--- config.mk ---
export PLATFORM = sky130hd
export DESIGN_NAME = lstm_seq_scheduler
export DESIGN_NICKNAME = d
export VERILOG_FILES = /design/src/rtl/lstm_seq_scheduler.sv
export SDC_FILE = /design/constraint.sdc
export NUM_CORES = 1
export LEC_CHECK = 0
export CAP_MARGIN = 20
export CORE_MARGIN = 8
export CORE_UTILIZATION = 47
export CTS_CLUSTER_DIAMETER = 50
export CTS_CLUSTER_SIZE = 28
export DETAILED_ROUTE_END_ITERATION = 10
export PLACE_DENSITY_LB_ADDON = 0.15
export REMOVE_ABC_BUFFERS = 1
export SETUP_SLACK_MARGIN = 0.4
export SLEW_MARGIN = 20
export SYNTH_ARGS = -nofsm -noshare
export SYNTH_HDL_FRONTEND = slang
export SYNTH_SLANG_ARGS = --single-unit
--- constraint.sdc ---
create_clock -name clk -period 6 [get_ports clk]
set_clock_uncertainty 0.1 [all_clocks]
set_input_delay 1.2 -clock clk [delete_from_list [all_inputs] [get_ports clk]]
set_output_delay 1.2 -clock clk [all_outputs]
set_load 0.05 [all_outputs]
--- src/rtl/lstm_seq_scheduler.sv ---
// lstm_seq_scheduler
//
// Sequences one input sequence through a multi-layer LSTM datapath. On an accepted start it
// optionally clears the per-layer cell (C) and hidden (h) state, then feeds samples to the
// LSTM one at a time, waiting for each result before issuing the next. Results are buffered
// in a small output FIFO tagged with a last flag that marks the final sample of the sequence.
//
// Ports
//   clk, rst           rising-edge clock, synchronous active-high reset
//   start              one-cycle request to begin a sequence (honoured only when idle)
//   seq_len            sequence length, captured on start acceptance (0 completes at once)
//   keep_state         skip the C/h clear, captured on start acceptance
//   busy, done, err    status: busy until idle again, done pulse, sticky stray-result flag
//   x_data/x_valid/x_ready            input sample stream
//   lstm_ready                        LSTM can accept a sample
//   lstm_x_in/lstm_x_in_valid         sample issued to the LSTM
//   lstm_C_in/lstm_h_in               per-layer state clear values (always zero)
//   lstm_C_in_valid/lstm_h_in_valid   per-layer state write strobes
//   lstm_y_out/lstm_valid             LSTM result
//   y_data/y_last/y_valid/y_ready     buffered result stream
module lstm_seq_scheduler #(
  parameter int unsigned LAYERS    = 4,
  parameter int unsigned WIDTH     = 16,
  parameter int unsigned MAX_LEN   = 256,
  parameter int unsigned OUT_DEPTH = 4,
  localparam int unsigned LEN_W    = $clog2(MAX_LEN + 1)
) (
  input  logic                    clk,
  input  logic                    rst,
  input  logic                    start,
  input  logic [LEN_W-1:0]        seq_len,
  input  logic                    keep_state,
  output logic                    busy,
  output logic                    done,
  output logic                    err,
  input  logic [WIDTH-1:0]        x_data,
  input  logic                    x_valid,
  output logic                    x_ready,
  input  logic                    lstm_ready,
  output logic [WIDTH-1:0]        lstm_x_in,
  output logic                    lstm_x_in_valid,
  output logic [LAYERS*WIDTH-1:0] lstm_C_in,
  output logic [LAYERS*WIDTH-1:0] lstm_h_in,
  output logic [LAYERS-1:0]       lstm_C_in_valid,
  output logic [LAYERS-1:0]       lstm_h_in_valid,
  input  logic [WIDTH-1:0]        lstm_y_out,
  input  logic                    lstm_valid,
  output logic [WIDTH-1:0]        y_data,
  output logic                    y_last,
  output logic                    y_valid,
  input  logic                    y_ready
);

  localparam int unsigned PtrW = $clog2(OUT_DEPTH);
  localparam int unsigned CntW = PtrW + 1;

  typedef enum logic [2:0] {
    StIdle,
    StClrC,
    StClrH,
    StIssue,
    StWait,
    StDone
  } state_e;

  state_e           state_q;
  logic [LEN_W-1:0] len_q;
  logic [LEN_W-1:0] cnt_q;
  logic             busy_q;
  logic             done_q;
  logic             c_stb_q;
  logic             h_stb_q;
  logic             err_q;

  logic [WIDTH:0]   mem_q [OUT_DEPTH];
  logic [PtrW-1:0]  wr_ptr_q;
  logic [PtrW-1:0]  rd_ptr_q;
  logic [CntW-1:0]  fifo_cnt_q;

  logic             fifo_full;
  logic             fifo_empty;
  logic             x_ready_int;
  logic             x_fire;
  logic [LEN_W-1:0] cnt_inc;
  logic             is_last;
  logic             push;
  logic             pop;
  logic             stray;
  logic             y_valid_int;

  // ---------------------------------------------------------------------------------------
  // Handshake decode
  // ---------------------------------------------------------------------------------------
  always_comb begin
    fifo_full   = (fifo_cnt_q == CntW'(OUT_DEPTH));
    fifo_empty  = (fifo_cnt_q == '0);
    // Outputs are forced low for the whole time rst is high, including the first reset
    // cycle before the registers have been cleared.
    x_ready_int = (state_q == StIssue) && lstm_ready && !fifo_full && !rst;
    x_fire      = x_valid && x_ready_int;
    cnt_inc     = cnt_q + 1'b1;
    is_last     = (cnt_inc == len_q);
    push        = (state_q == StWait) && lstm_valid && !rst;
    y_valid_int = !fifo_empty && !rst;
    pop         = y_valid_int && y_ready;
    // A result arriving when none is outstanding is dropped and flagged.
    stray       = lstm_valid && (state_q != StWait);
  end

  // ---------------------------------------------------------------------------------------
  // Sequencing FSM with registered status/strobe outputs
  // ---------------------------------------------------------------------------------------
  always_ff @(posedge clk) begin
    if (rst) begin
      state_q <= StIdle;
      len_q   <= '0;
      cnt_q   <= '0;
      busy_q  <= 1'b0;
      done_q  <= 1'b0;
      c_stb_q <= 1'b0;
      h_stb_q <= 1'b0;
      err_q   <= 1'b0;
    end else begin
      done_q  <= 1'b0;
      c_stb_q <= 1'b0;
      h_stb_q <= 1'b0;
      if (stray) begin
        err_q <= 1'b1;
      end

      unique case (state_q)
        StIdle: begin
          if (start) begin
            len_q  <= seq_len;
            cnt_q  <= '0;
            busy_q <= 1'b1;
            // Accepting a start clears err unless a stray result lands in the same cycle.
            err_q  <= stray;
            if (seq_len == '0) begin
              state_q <= StDone;
              done_q  <= 1'b1;
            end else if (keep_state) begin
              state_q <= StIssue;
            end else begin
              state_q <= StClrC;
              c_stb_q <= 1'b1;
            end
          end
        end

        StClrC: begin
          state_q <= StClrH;
          h_stb_q <= 1'b1;
        end

        StClrH: begin
          state_q <= StIssue;
        end

        StIssue: begin
          if (x_fire) begin
            state_q <= StWait;
          end
        end

        StWait: begin
          if (lstm_valid) begin
            cnt_q <= cnt_inc;
            if (is_last) begin
              state_q <= StDone;
              done_q  <= 1'b1;
            end else begin
              state_q <= StIssue;
            end
          end
        end

        StDone: begin
          state_q <= StIdle;
          busy_q  <= 1'b0;
        end

        default: begin
          state_q <= StIdle;
          busy_q  <= 1'b0;
        end
      endcase
    end
  end

  // ---------------------------------------------------------------------------------------
  // Output FIFO. Pointers wrap naturally since OUT_DEPTH is a power of two. A push can never
  // find the FIFO full: a sample is only issued with a free slot, only one is in flight, and
  // the count cannot grow while waiting for its result.
  // ---------------------------------------------------------------------------------------
  always_ff @(posedge clk) begin
    if (push) begin
      mem_q[wr_ptr_q] <= {is_last, lstm_y_out};
    end
  end

  always_ff @(posedge clk) begin
    if (rst) begin
      wr_ptr_q   <= '0;
      rd_ptr_q   <= '0;
      fifo_cnt_q <= '0;
    end else begin
      if (push) begin
        wr_ptr_q <= wr_ptr_q + 1'b1;
      end
      if (pop) begin
        rd_ptr_q <= rd_ptr_q + 1'b1;
      end
      if (push && !pop) begin
        fifo_cnt_q <= fifo_cnt_q + 1'b1;
      end else if (pop && !push) begin
        fifo_cnt_q <= fifo_cnt_q - 1'b1;
      end
    end
  end

  // ---------------------------------------------------------------------------------------
  // Outputs
  // ---------------------------------------------------------------------------------------
  always_comb begin
    busy            = busy_q && !rst;
    done            = done_q && !rst;
    err             = err_q && !rst;
    x_ready         = x_ready_int;
    lstm_x_in       = x_data;
    lstm_x_in_valid = x_fire;
    lstm_C_in       = '0;
    lstm_h_in       = '0;
    lstm_C_in_valid = {LAYERS{c_stb_q && !rst}};
    lstm_h_in_valid = {LAYERS{h_stb_q && !rst}};
    y_data          = mem_q[rd_ptr_q][WIDTH-1:0];
    y_last          = mem_q[rd_ptr_q][WIDTH];
    y_valid         = y_valid_int;
  end

endmodule

## After elaboration in Yosys (flattened, before gate mapping)

Memory sizes are Yosys's and may differ from the RTL's. A register that Yosys moved wholly into a read port is not among the register bits.
Cells that the tools add are included.

| operators by class | value |
|---|---|
| $add $sub $neg | 5 |
| eq/ne operators | 10 |
| muxes and demuxes | 28 |
| bitwise gates (word level) | 3 |
| reductions and logical operators | 32 |

Operators with widths:

| operator | count |
|---|---|
| $mux 3 | 7 |
| $mux 9 | 2 |
| $pmux 9 s2 | 1 |
| $logic_and 1x1->1 | 16 |
| $pmux 3 s5 | 1 |
| $mux 1 | 12 |
| $add 9x1->9 const B | 1 |
| $eq 9x9->1 | 1 |
| $logic_not 9->1 | 1 |
| $reduce_or 4->1 | 2 |
| $eq 3x2->1 const B | 2 |
| $eq 3x3->1 const B | 2 |
| $logic_not 3->1 | 2 |
| $mux 2 | 3 |
| $ne 2x2->1 const B | 3 |
| $reduce_and 3->1 | 2 |
| $logic_not 1->1 | 5 |
| $add 2x1->2 const B | 2 |
| $pmux 1 s2 | 2 |
| $reduce_and 2->1 | 2 |
| $reduce_bool 2->1 | 2 |
| $add 3x1->3 const B | 1 |
| $eq 3x1->1 const B | 1 |
| $ne 3x3->1 const B | 1 |
| 2 further kinds | 4 |

| storage, ports and cells | value |
|---|---|
| register bits after elaboration | 33 |
| memory bits (writable) | 68 |
| input port bits | 49 |
| output and inout bits | 175 |
| word-level logic and storage cells | 90 |
| memories kept | 1 |

Memories:

| memory | words | width | read ports | clocked after Yosys merged registers in | write ports | RTL line | text |
|---|---|---|---|---|---|---|---|
| mem_q | 4 | 17 | 1 | 1 | 1 | 75 | `logic [WIDTH:0] mem_q [OUT_DEPTH];` |

## Logic depth before layout (Yosys ltp)

Gate-level depths: netlist (run 1).

| logic depth | value |
|---|---|
| depth after elaboration | 7 |
| mapped depth | 10 |
| gate-level depth less buffers | 9 |

## Least setup slack after synthesis (run 1)

Ideal clock, no wire load.

| path | value |
|---|---|
| path kind | input -> output |
| start point | input rst |
| end point | output x_ready |
| data arrival time | 2.692 ns |
| slack | 2.008 ns |
| cell stages on the path | 3 |
| path buffers | 1 |
| path through | clkbuf_1 -> nand2b_1 -> a211oi_1 |

| on the way | value |
|---|---|
| longest elaborated chain between the ends | 2 |

RTL lines:

| what | RTL line | text |
|---|---|---|
| start, declared | 29 | `input logic rst,` |
| $logic_not 1->1 | 99 | `x_ready_int = (state_q == StIssue) && lstm_ready && !fifo_full && !rst;` |
| $logic_and 1x1->1 | 99 |  |
| end, declared | 38 | `output logic x_ready,` |

Every way passes these cells.

## Worst setup path after layout (run 1)

| path | value |
|---|---|
| start point | input rst |
| end point | output lstm_x_in_valid |

| on the way | value |
|---|---|
| longest elaborated chain between the ends | 3 |

RTL lines:

| what | RTL line | text |
|---|---|---|
| $logic_not 1->1 | 99 |  |
| $logic_and 1x1->1 | 99 |  |
| $logic_and 1x1->1 | 100 | `x_fire = x_valid && x_ready_int;` |
| end, declared | 41 | `output logic lstm_x_in_valid,` |

Every way passes these cells.

==> impl_metrics.yaml, run 1 <==
global_routing:
  grt_max_degree: 43
  grt_pass1_wl_microns: 15500
  grt_usage_pct: 12.9
  grtUsageMet1_pct: 15.1
  grt.busiest_layer: "met2"
  grt_pass1_vias: 3168
  grt.met3_usage_pct: 6.17
  antenna_found_initial: 0
  met2_usage_pct: 20.9
  grt_overflow: 0
die:
  die-area_sq_mm: 0.0154
  core_sq_mm: 0.0114
  dieWidth_microns: 124
  io_pins: 224
  start_util_pct: 48.1
  die_y_microns: 124
  rows: 39
detailed_routing:
  wl_microns: 10300
  ant_nets: 0
  vias: 3011
  drt-initial-drc-count: 166
  drc: 0
  routed_via_density: 4.53
  wire_per_inst_microns: 15.6
  firstDrtPassIters: 4
power:
  power-per-cell-area_mw_per_mm2: 272
  ir_drop_uv: 196
  power.leakage_nw: 2.22
clocking:
  clock_tree.buffer_depth: 2
  clock-root-buffer: "clkbuf_16"
  htree_levels: 3
  ctsResizeCount: 0
  cts.clk_slew.worst_paths_ns: 0.07
  cts_sinks: 103
  cts_tree: "yes"
  ctsHoldBuffers: 0
  postCtsSetupBuffers: 0
  clk_latency_ns: 0.34
  cts_made_buffers: 9
sta:
  final.setup.tns_ns: 0
  hold_violations: 0
  setup_slack_ns: 1.53
  slew_headroom_pct: 37.1
  slew_violations: 0
  period_share_pct: 74.5
  worst_pin_slew_ns: 0.943
  hold_ws_ns: 0.372
  post-route-min-period_ns: 4.47
  fmax_ghz: 0.224
  finalSetupViolations: 0
  rsz0062_at_grt: "false"
job:
  drv_cap: 0
finish:
  drive_above_1_share_pct: 8.45
  final_area_sq_mm: 0.00586
  nets: 572
  area.growth.synth_to_final_pct: 6.69
  antenna_cells: 0
place:
  gp_congestion: 0.813
  dpl_cell_area_sq_mm: 0.00557
  dp_hpwl_microns: 7450
  pre_cts_ws_ns: 1.51
  portBuffers: 63
setup_path:
  worstSetupPathType: "in -> out"
  cp_cell_sequence: "clkdlybuf4s50_1 > nand2b_1 > a211oi_1 > nor2b_1 > clkdlybuf4s50_1"
  worstPathMaxFanout: 3
  path_buf_inv: 2
  critPathMostFrequentCell: "clkdlybuf4s50_1"
  worstPathRequired_ns: 4.70
  crit_family: "buffers and inverters"
  cp-start-kind: "input port"
  cp.arrival_ns: 3.17
  crit_slowest_cell: "clkdlybuf4s50_1"
  r2r_slack_ns: 2.98
  cp-end-kind: "primary output"
  slowest_delay_ns: 0.82
yosys:
  synth_seq_cells: 103
  ys_seq_area_share_pct: 49.9
  synth_area_sq_mm: 0.00550
  yosysWarnings: 0
  yosysUniqueCellTypes: 45
  syn-instance-count: 480
  synth_area_per_cell_sq_um: 11.4
worst_hold_path:
  min_path_type: "reg -> reg"
outcome:
  outcome: "complete, no violations"
## report_power, final
part           switching (W)  internal [W]
sequential        0.00000620      0.000761
clock               0.000268      0.000291
combinational       0.000227     0.0000395
## cell usage after synthesis
cell / instances / area (sq um)
or3_1: 2 / 12.5
a311oi_1: 1 / 8.76
nor4b_1: 3 / 26.3
nand3_1: 8 / 40.0
mux4_2: 17 / 383
and3_1: 7 / 43.8
nand4_1: 4 / 25.0
and3_2: 3 / 22.5
nor3b_1: 1 / 7.51
and2_2: 1 / 7.51
and3_4: 1 / 11.3
inv_1: 7 / 26.3
mux2i_1: 1 / 10.0
clkbuf_8: 2 / 27.5
conb_1: 1 / 3.75
ha_1: 6 / 75.1
xnor2_1: 11 / 96.3
nor2_1: 34 / 128
a311oi_4: 1 / 26.3
a21oi_1: 22 / 110
nor4_2: 1 / 12.5
o21a_1: 2 / 15.0
buf_4: 150 / 1130
edfxtp_1: 68 / 2040
clkbuf_1: 6 / 22.5
nand2b_1: 1 / 6.26
or2_2: 1 / 6.26
buf_6: 2 / 22.5
nor4_1: 1 / 6.26
a211oi_1: 2 / 15.0
fa_1: 1 / 20.0
o21ai_0: 10 / 50.1
buf_1: 3 / 11.3
a21o_1: 1 / 7.51
a31oi_1: 2 / 12.5
nor3_1: 5 / 25.0
xor2_1: 7 / 61.3
nand2_1: 30 / 113
buf_2: 4 / 20.0
dfxtp_1: 35 / 701
nor2b_1: 6 / 37.5
a211o_1: 1 / 8.76
nand3b_1: 6 / 45.0
o311a_1: 1 / 10.0
a22oi_1: 1 / 7.51
## registers in the layout (all words and copies together) (netlist names), named ones only
signal	count
fifo_cnt_q	3
cnt_q	9
done_q	1
err_q	1
c_stb_q	1
mem_q	68
h_stb_q	1
len_q	9
rd_ptr_q	2
state_q	3
wr_ptr_q	2
busy_q	1
## placed cells by master (no fill, tap or decap), drive strengths merged, types with 10 or more instances in the layout
| cell type | count |
|---|---|
| nand2 | 30 |
| mux4 | 17 |
| conb | 128 |
| inv | 10 |
| dfxtp | 35 |
| edfxtp | 68 |
| clkdlybuf4s50 | 63 |
| nor2 | 34 |
| xnor2 | 11 |
| a21oi | 22 |
| o21ai | 10 |
| and3 | 11 |
## cell families (layout without fill, tap and decap cells)
logic type / after synthesis / after routing / share of synthesized area (%)
XOR/XNOR: 18 / 18 / 2.87
multiplexers: 18 / 18 / 7.15
AND/OR/NAND/NOR: 115 / 115 / 10.5
AO/OA/AOI/OAI: 44 / 44 / 4.94
adder cells (fa/ha/maj): 7 / 7 / 1.73
flip-flops: 103 / 103 / 49.9
other: 1 / 128 / 0.0682
buffers and inverters: 174 / 88 / 22.9
## worst min-delay path: cells and delay by family, from the launching register on
| family | cells | cell delay [ns] |
|---|---|---|
| DFF | 1 | 0.32 |
| AOI/OAI and AO/OA | 1 | 0.05 |
| and+or+nand+nor | 1 | 0.06 |
## final cells by class
cell class,instances,area [sq um]
Clock inverter,7,66.3
Sequential cell,103,2740
Timing Repair Buffer,65,646
Fill cell,1051,5560
Inverter,7,26.3
Multi-Input combinational cell,330,1980
Clock buffer,9,225
Tap cell,143,179
## layer usage
layer,share of wire (%),up-vias
met2,48,140
met1,43,1410
li1,-,1456
met5,0,-
met3,8.1,5
met4,0.73,0
## worst paths after layout
check	start	endpoint	cells after the start
setup reg to reg	state_q[1]$_SDFFE_PP0P_	fifo_cnt_q[2]$_SDFFE_PP0P_	9
hold reg to reg	len_q[8]$_SDFFE_PP0P_	len_q[8]$_SDFFE_PP0P_	2
setup / recovery	rst	lstm_x_in_valid	5
hold / removal	len_q[8]$_SDFFE_PP0P_	len_q[8]$_SDFFE_PP0P_	2
## stage by stage
step                      utilization [%]  instances  power, W
final                                51.3        664   0.00159
after global routing                 51.3        664   0.00166
after CTS                            51.3        664   0.00161
after detailed placement             48.8        648   0.00104
after global placement               48.8        648   0.00104
after floorplan                         -        440  0.000998
Note: power is estimated with default switching activity, not from simulation.
==> run 2: changes to the inputs <==
--- a/config.mk
+++ b/config.mk
@@ -7,7 +7,7 @@
 export LEC_CHECK = 0
 export CAP_MARGIN = 20
 export CORE_MARGIN = 8
-export CORE_UTILIZATION = 47
+export CORE_UTILIZATION = 39
 export CTS_CLUSTER_DIAMETER = 50
 export CTS_CLUSTER_SIZE = 28
 export DETAILED_ROUTE_END_ITERATION = 10
==> constraint.sdc (replaced) <==
create_clock -name clk -period 4 [get_ports clk]
set_clock_uncertainty 0.1 [all_clocks]
set_input_delay 0.8 -clock clk [delete_from_list [all_inputs] [get_ports clk]]
set_output_delay 0.8 -clock clk [all_outputs]
set_load 0.05 [all_outputs]
==> impl_metrics.yaml, run 2 (same netlist as run 1, synthesis figures left out) <==
setup_path:
  cp-end-kind: "primary output"
  cp-start-kind: "input port"
  worstPathRequired_ns: 3.10
  r2r-end: "fifo_cnt_q[2]$_SDFFE_PP0P_"
  worstPathMaxFanout: 21
  worstSetupPathType: "in -> out"
  r2r_slack_ns: 1.54
  r2r_start: "state_q[1]$_SDFFE_PP0P_"
  cp.arrival_ns: 2.41
  r2r_cells: 9
finish:
  reg_top3: "mem_q: 68 flops, cnt_q: 9 flops, len_q: 9 flops"
  area.growth.synth_to_final_pct: 11.2
  nets: 580
  layout_commonest_cell: "conb_1"
  drive_above_1_share_pct: 11.9
  final_cells: 709
  antenna_cells: 0
  largest_reg_flops: 68
  post-route-util_pct: 44.2
  regMostFlops: "mem_q"
  final_area_sq_mm: 0.00611
  final_cell_mix: "128 x conb_1, 68 x edfxtp_1, 49 x clkdlybuf4s50_1"
die:
  start_util_pct: 39.7
  rows: 43
  die_y_microns: 135
  core_sq_mm: 0.0138
  io_pins: 224
  die-area_sq_mm: 0.0181
  dieWidth_microns: 135
detailed_routing:
  dr_wl_met2_microns: 5210
  drt-initial-drc-count: 136
  firstDrtPassIters: 4
  maxUsedRoutingLayer: "met5"
  dr_wl_met3_microns: 998
  drc: 0
  vias: 3072
  m1WireLength_microns: 4590
  routed_via_density: 4.33
  wire_per_inst_microns: 15.5
  wl_microns: 11000
  ant_nets: 0
place:
  portBuffers: 63
  dp.cells: 693
  gp_congestion: 0.748
  dpl_cell_area_sq_mm: 0.00579
  pre_cts_ws_ns: 0.625
  dp_hpwl_microns: 8050
sta:
  setup_slack_ns: 0.693
  finalSetupViolations: 0
  period_share_pct: 82.7
  worst_pin_slew_ns: 0.782
  hold_violations: 0
  fmax_ghz: 0.302
  slew_violations: 0
  rsz0062_at_grt: "false"
  post-route-min-period_ns: 3.31
  slew_headroom_pct: 47.8
clocking:
  ctsHoldBuffers: 0
  clock_tree.buffer_depth: 2
  cts_sinks: 103
  htree_levels: 3
  cts_tree: "yes"
  ctsResizeCount: 0
  postCtsSetupBuffers: 0
  clk_latency_ns: 0.34
  cts.clk_slew.worst_paths_ns: 0.07
  clock-root-buffer: "clkbuf_16"
  cts_made_buffers: 9
global_routing:
  antenna_found_initial: 0
  grt_overflow: 0
  grt_usage_pct: 12.2
  grt_pass1_vias: 3357
  grt_pass1_wl_microns: 17300
  grt_max_degree: 22
power:
  p_int_w: 0.00176
  total_power_w: 0.00249
  clockPowerShare_pct: 37.4
  p_comb_share_pct: 16.4
  seq_power_share_pct: 46.3
  power-per-cell-area_mw_per_mm2: 408
  p_sw_share_pct: 29.3
  ir_drop_uv: 180
  power.leakage_nw: 2.33
  switchingPower_w: 0.000729
job:
  drv_cap: 0
worst_hold_path:
  min_path_type: "reg -> reg"
  hold_path_startpoint: "len_q[1]$_SDFFE_PP0P_"
  min_path_cells: 2
  min_to: "len_q[1]$_SDFFE_PP0P_"
outcome:
  outcome: "complete, no violations"
run 2: cell types whose count changed in the layout (fill, tap and decap cells not counted), moves of 2 or more:
cell and delta:
clkdlybuf4s50_1 -14, buf_12 +12, buf_4 +10, bufinv_16 +2
run 2: area by class of cell:
class	count	area [sq um]
Fill cell	1297	7720
Multi-Input combinational cell	330	1970
Inverter	7	26.3
Clock inverter	6	91.3
Sequential cell	103	2740
Tap cell	180	225
Clock buffer	10	229
Timing Repair Buffer	73	821
run 2: power groups by stage:
stage          sequential, W  combinational (W)  clock (W)
6_report             0.00115           0.000407   0.000931
3_3_place_gp         0.00118           0.000400          0
2_1_floorplan        0.00117           0.000323          0
5_1_grt              0.00115           0.000428   0.000998
3_5_place_dp         0.00118           0.000402          0
4_1_cts              0.00115           0.000402   0.000959
run 2: worst max-delay path by stage:
stage                     from                    endpoint  slack [ns]  cells past startpoint
after floorplan            rst          lstm_C_in_valid[0]       -0.33                      1
after global placement     rst          lstm_C_in_valid[0]        0.70                      4
after detailed placement   rst  fifo_cnt_q[2]$_SDFFE_PP0P_        0.63                     10
after CTS                  rst          lstm_C_in_valid[0]        0.66                      4
after global routing       rst          lstm_C_in_valid[0]        0.59                      4
final                      rst          lstm_C_in_valid[2]        0.69                      4
run 2: worst max-delay path, stage by stage:
cell,delay (ns)
clkdlybuf4s50_1,0.50
buf_4,0.25
nor2b_1,0.63
buf_12,0.22
run 2: per-stage QoR:
stage / hold slack, ns / TNS, ns
4_1_cts: 0.377 / 0
2_1_floorplan: 0.339 / -2.62
6_report: 0.374 / 0
5_1_grt: 0.403 / 0
3_3_place_gp: 0.364 / 0
3_5_place_dp: 0.368 / 0
run 2: per-layer routing:
metal / global-route usage [%] / vias up
met2: 20.0 / 134
met5: 2.04 / -
met4: 3.56 / 2
met1: 13.7 / 1455
met3: 5.72 / 11
li1: - / 1470
==> run 3: changes to the inputs <==
==> constraint.sdc (replaced) <==
create_clock -name clk -period 2.8 [get_ports clk]
set_clock_uncertainty 0.1 [all_clocks]
set_input_delay 0.56 -clock clk [delete_from_list [all_inputs] [get_ports clk]]
set_output_delay 0.56 -clock clk [all_outputs]
set_load 0.05 [all_outputs]
==> impl_metrics.yaml, run 3 (same netlist as run 1, synthesis figures left out) <==
outcome:
  outcome: "complete, no violations"
finish:
  post-route-util_pct: 45.5
  drive_above_1_share_pct: 19.1
  nets: 596
  antenna_cells: 0
  regMostFlops: "mem_q"
  area.growth.synth_to_final_pct: 14.5
  largest_reg_flops: 68
  layout_commonest_cell: "conb_1"
  reg_top3: "mem_q: 68 flops, cnt_q: 9 flops, len_q: 9 flops"
  final_cell_mix: "128 x conb_1, 68 x edfxtp_1, 36 x buf_4"
clocking:
  clock-root-buffer: "clkbuf_16"
  htree_levels: 3
  cts.clk_slew.worst_paths_ns: 0.07
  clk_latency_ns: 0.34
  clock_tree.buffer_depth: 2
  cts_sinks: 103
  cts_tree: "yes"
  cts_made_buffers: 9
die:
  rows: 43
  die-area_sq_mm: 0.0181
  die_y_microns: 135
  core_sq_mm: 0.0138
  start_util_pct: 39.7
  dieWidth_microns: 135
  io_pins: 224
power:
  total_power_w: 0.00352
  power.leakage_nw: 2.45
  power-per-cell-area_mw_per_mm2: 559
  ir_drop_uv: 306
sta:
  period_share_pct: 82.9
  worst_pin_slew_ns: 0.664
  post-route-min-period_ns: 2.32
  rsz0062_at_grt: "true"
  fmax_ghz: 0.431
  finalSetupViolations: 0
  slew_headroom_pct: 55.6
  slew_violations: 0
  hold_violations: 0
  setup_slack_ns: 0.480
detailed_routing:
  wire_per_inst_microns: 15.6
  wl_microns: 11300
  drc: 0
  vias: 3168
  drt-initial-drc-count: 180
  routed_via_density: 4.37
  ant_nets: 0
  firstDrtPassIters: 4
global_routing:
  grt.busiest_layer: "met2"
  met2_usage_pct: 20.3
  grt_usage_pct: 12.3
  grt_pass1_wl_microns: 17600
  grt_overflow: 0
  grt.met3_usage_pct: 5.94
  grtUsageMet1_pct: 13.7
  grt_pass1_vias: 3377
  antenna_found_initial: 0
  grt_max_degree: 19
setup_path:
  crit_slowest_cell: "clkdlybuf4s50_1"
  r2r_start: "cnt_q[0]$_SDFFE_PP0P_"
  cp-start-kind: "input port"
  cp-end-kind: "flip-flop"
  worstPathRequired_ns: 2.97
  r2r_slack_ns: 0.60
  worstSetupPathType: "in -> reg"
  worstPathMaxFanout: 2
  slowest_delay_ns: 0.48
  r2r_cells: 6
  cp_cell_sequence: "clkdlybuf4s50_1 > nand3_1 > nor2_2 > ha_1 > inv_1 > fa_1 > xor2_1 > or3_1 > a21oi_1"
  cp.arrival_ns: 2.49
  path_buf_inv: 2
  r2r-end: "mem_q[0][16]$_DFFE_PP_"
  crit_family: "adder cells"
worst_hold_path:
  min_path_cells: 2
  min_path_type: "reg -> reg"
  min_to: "len_q[8]$_SDFFE_PP0P_"
  hold_path_startpoint: "len_q[8]$_SDFFE_PP0P_"
place:
  pre_cts_ws_ns: 0.0363
  dp_hpwl_microns: 8250
  portBuffers: 63
  gp_congestion: 0.784
job:
  drv_cap: 0
==> run 3: cell count changes in the layout (fill, tap and decap cells not counted), sizes merged <==
cell and change:
dlygate4sd2 +1, clkdlybuf4s50 -18, buf +33, bufinv -1, inv +1
==> run 3: cell type report <==
cell class	instances	area [sq um]
clock inverters	6	75.1
flip-flops and latches	103	2740
multi-input cells	330	2010
clock buffers	10	229
inverters	7	26.3
repair buffers	89	986
fillers	1258	7530
well taps	180	225
==> run 3: per-layer routing <==
layer  vias up  share of wire, %
met3        13               9.2
met4         2               1.1
li1       1505                 -
met5         -              0.41
met2       131                49
met1      1517                41
==> run 3: power by group <==
part	internal (W)	leakage, nW	switching (W)	total [W]
sequential	0.00163	0.894	0.0000136	0.00165
clock	0.000708	0.146	0.000559	0.00127
combinational	0.000111	1.41	0.000496	0.000607
==> run 3: worst reg2reg max path: stages (launching register included) <==
cell	delay (ns)
dfxtp_1	0.43
ha_1	0.27
and3_4	0.30
a311oi_4	0.12
nor4_2	0.37
nand4_1	0.17
nor2_1	0.26
==> run 3: metrics by stage <==
step	std cells	area, sq um	setup TNS (ns)	hold slack (ns)
final	725	6290	0	0.368
after global routing	725	6290	0	0.383
after CTS	725	6290	0	0.373
after detailed placement	706	5920	0	0.363
after global placement	706	5920	0	0.363
after floorplan	440	4740	-8.38	0.339
==> run 3: worst max path at each step <==
| stage | start | endpoint | slack (ns) | depth (start not counted) |
|---|---|---|---|---|
| floorplan | rst | lstm_C_in_valid[0] | -1.05 | 1 |
| global placement | rst | lstm_C_in_valid[1] | 0.06 | 5 |
| detailed placement | rst | lstm_C_in_valid[1] | 0.04 | 5 |
| CTS | flip-flop | y_last | 0.42 | 3 |
| global route | lstm_valid | fifo_cnt_q[2]$_SDFFE_PP0P_ | 0.38 | 9 |
| finish | lstm_valid | fifo_cnt_q[2]$_SDFFE_PP0P_ | 0.48 | 9 |
==> run 3: timing repair <==
action / CTS / global route
hold buffers: 0 / 0
pin swaps: 1 / 0
hold endpoints to repair: 0 / 0
setup buffers: 2 / 0
setup endpoints to repair: 30 / 17
cloned: 1 / 0
gates resized for setup: 12 / 2
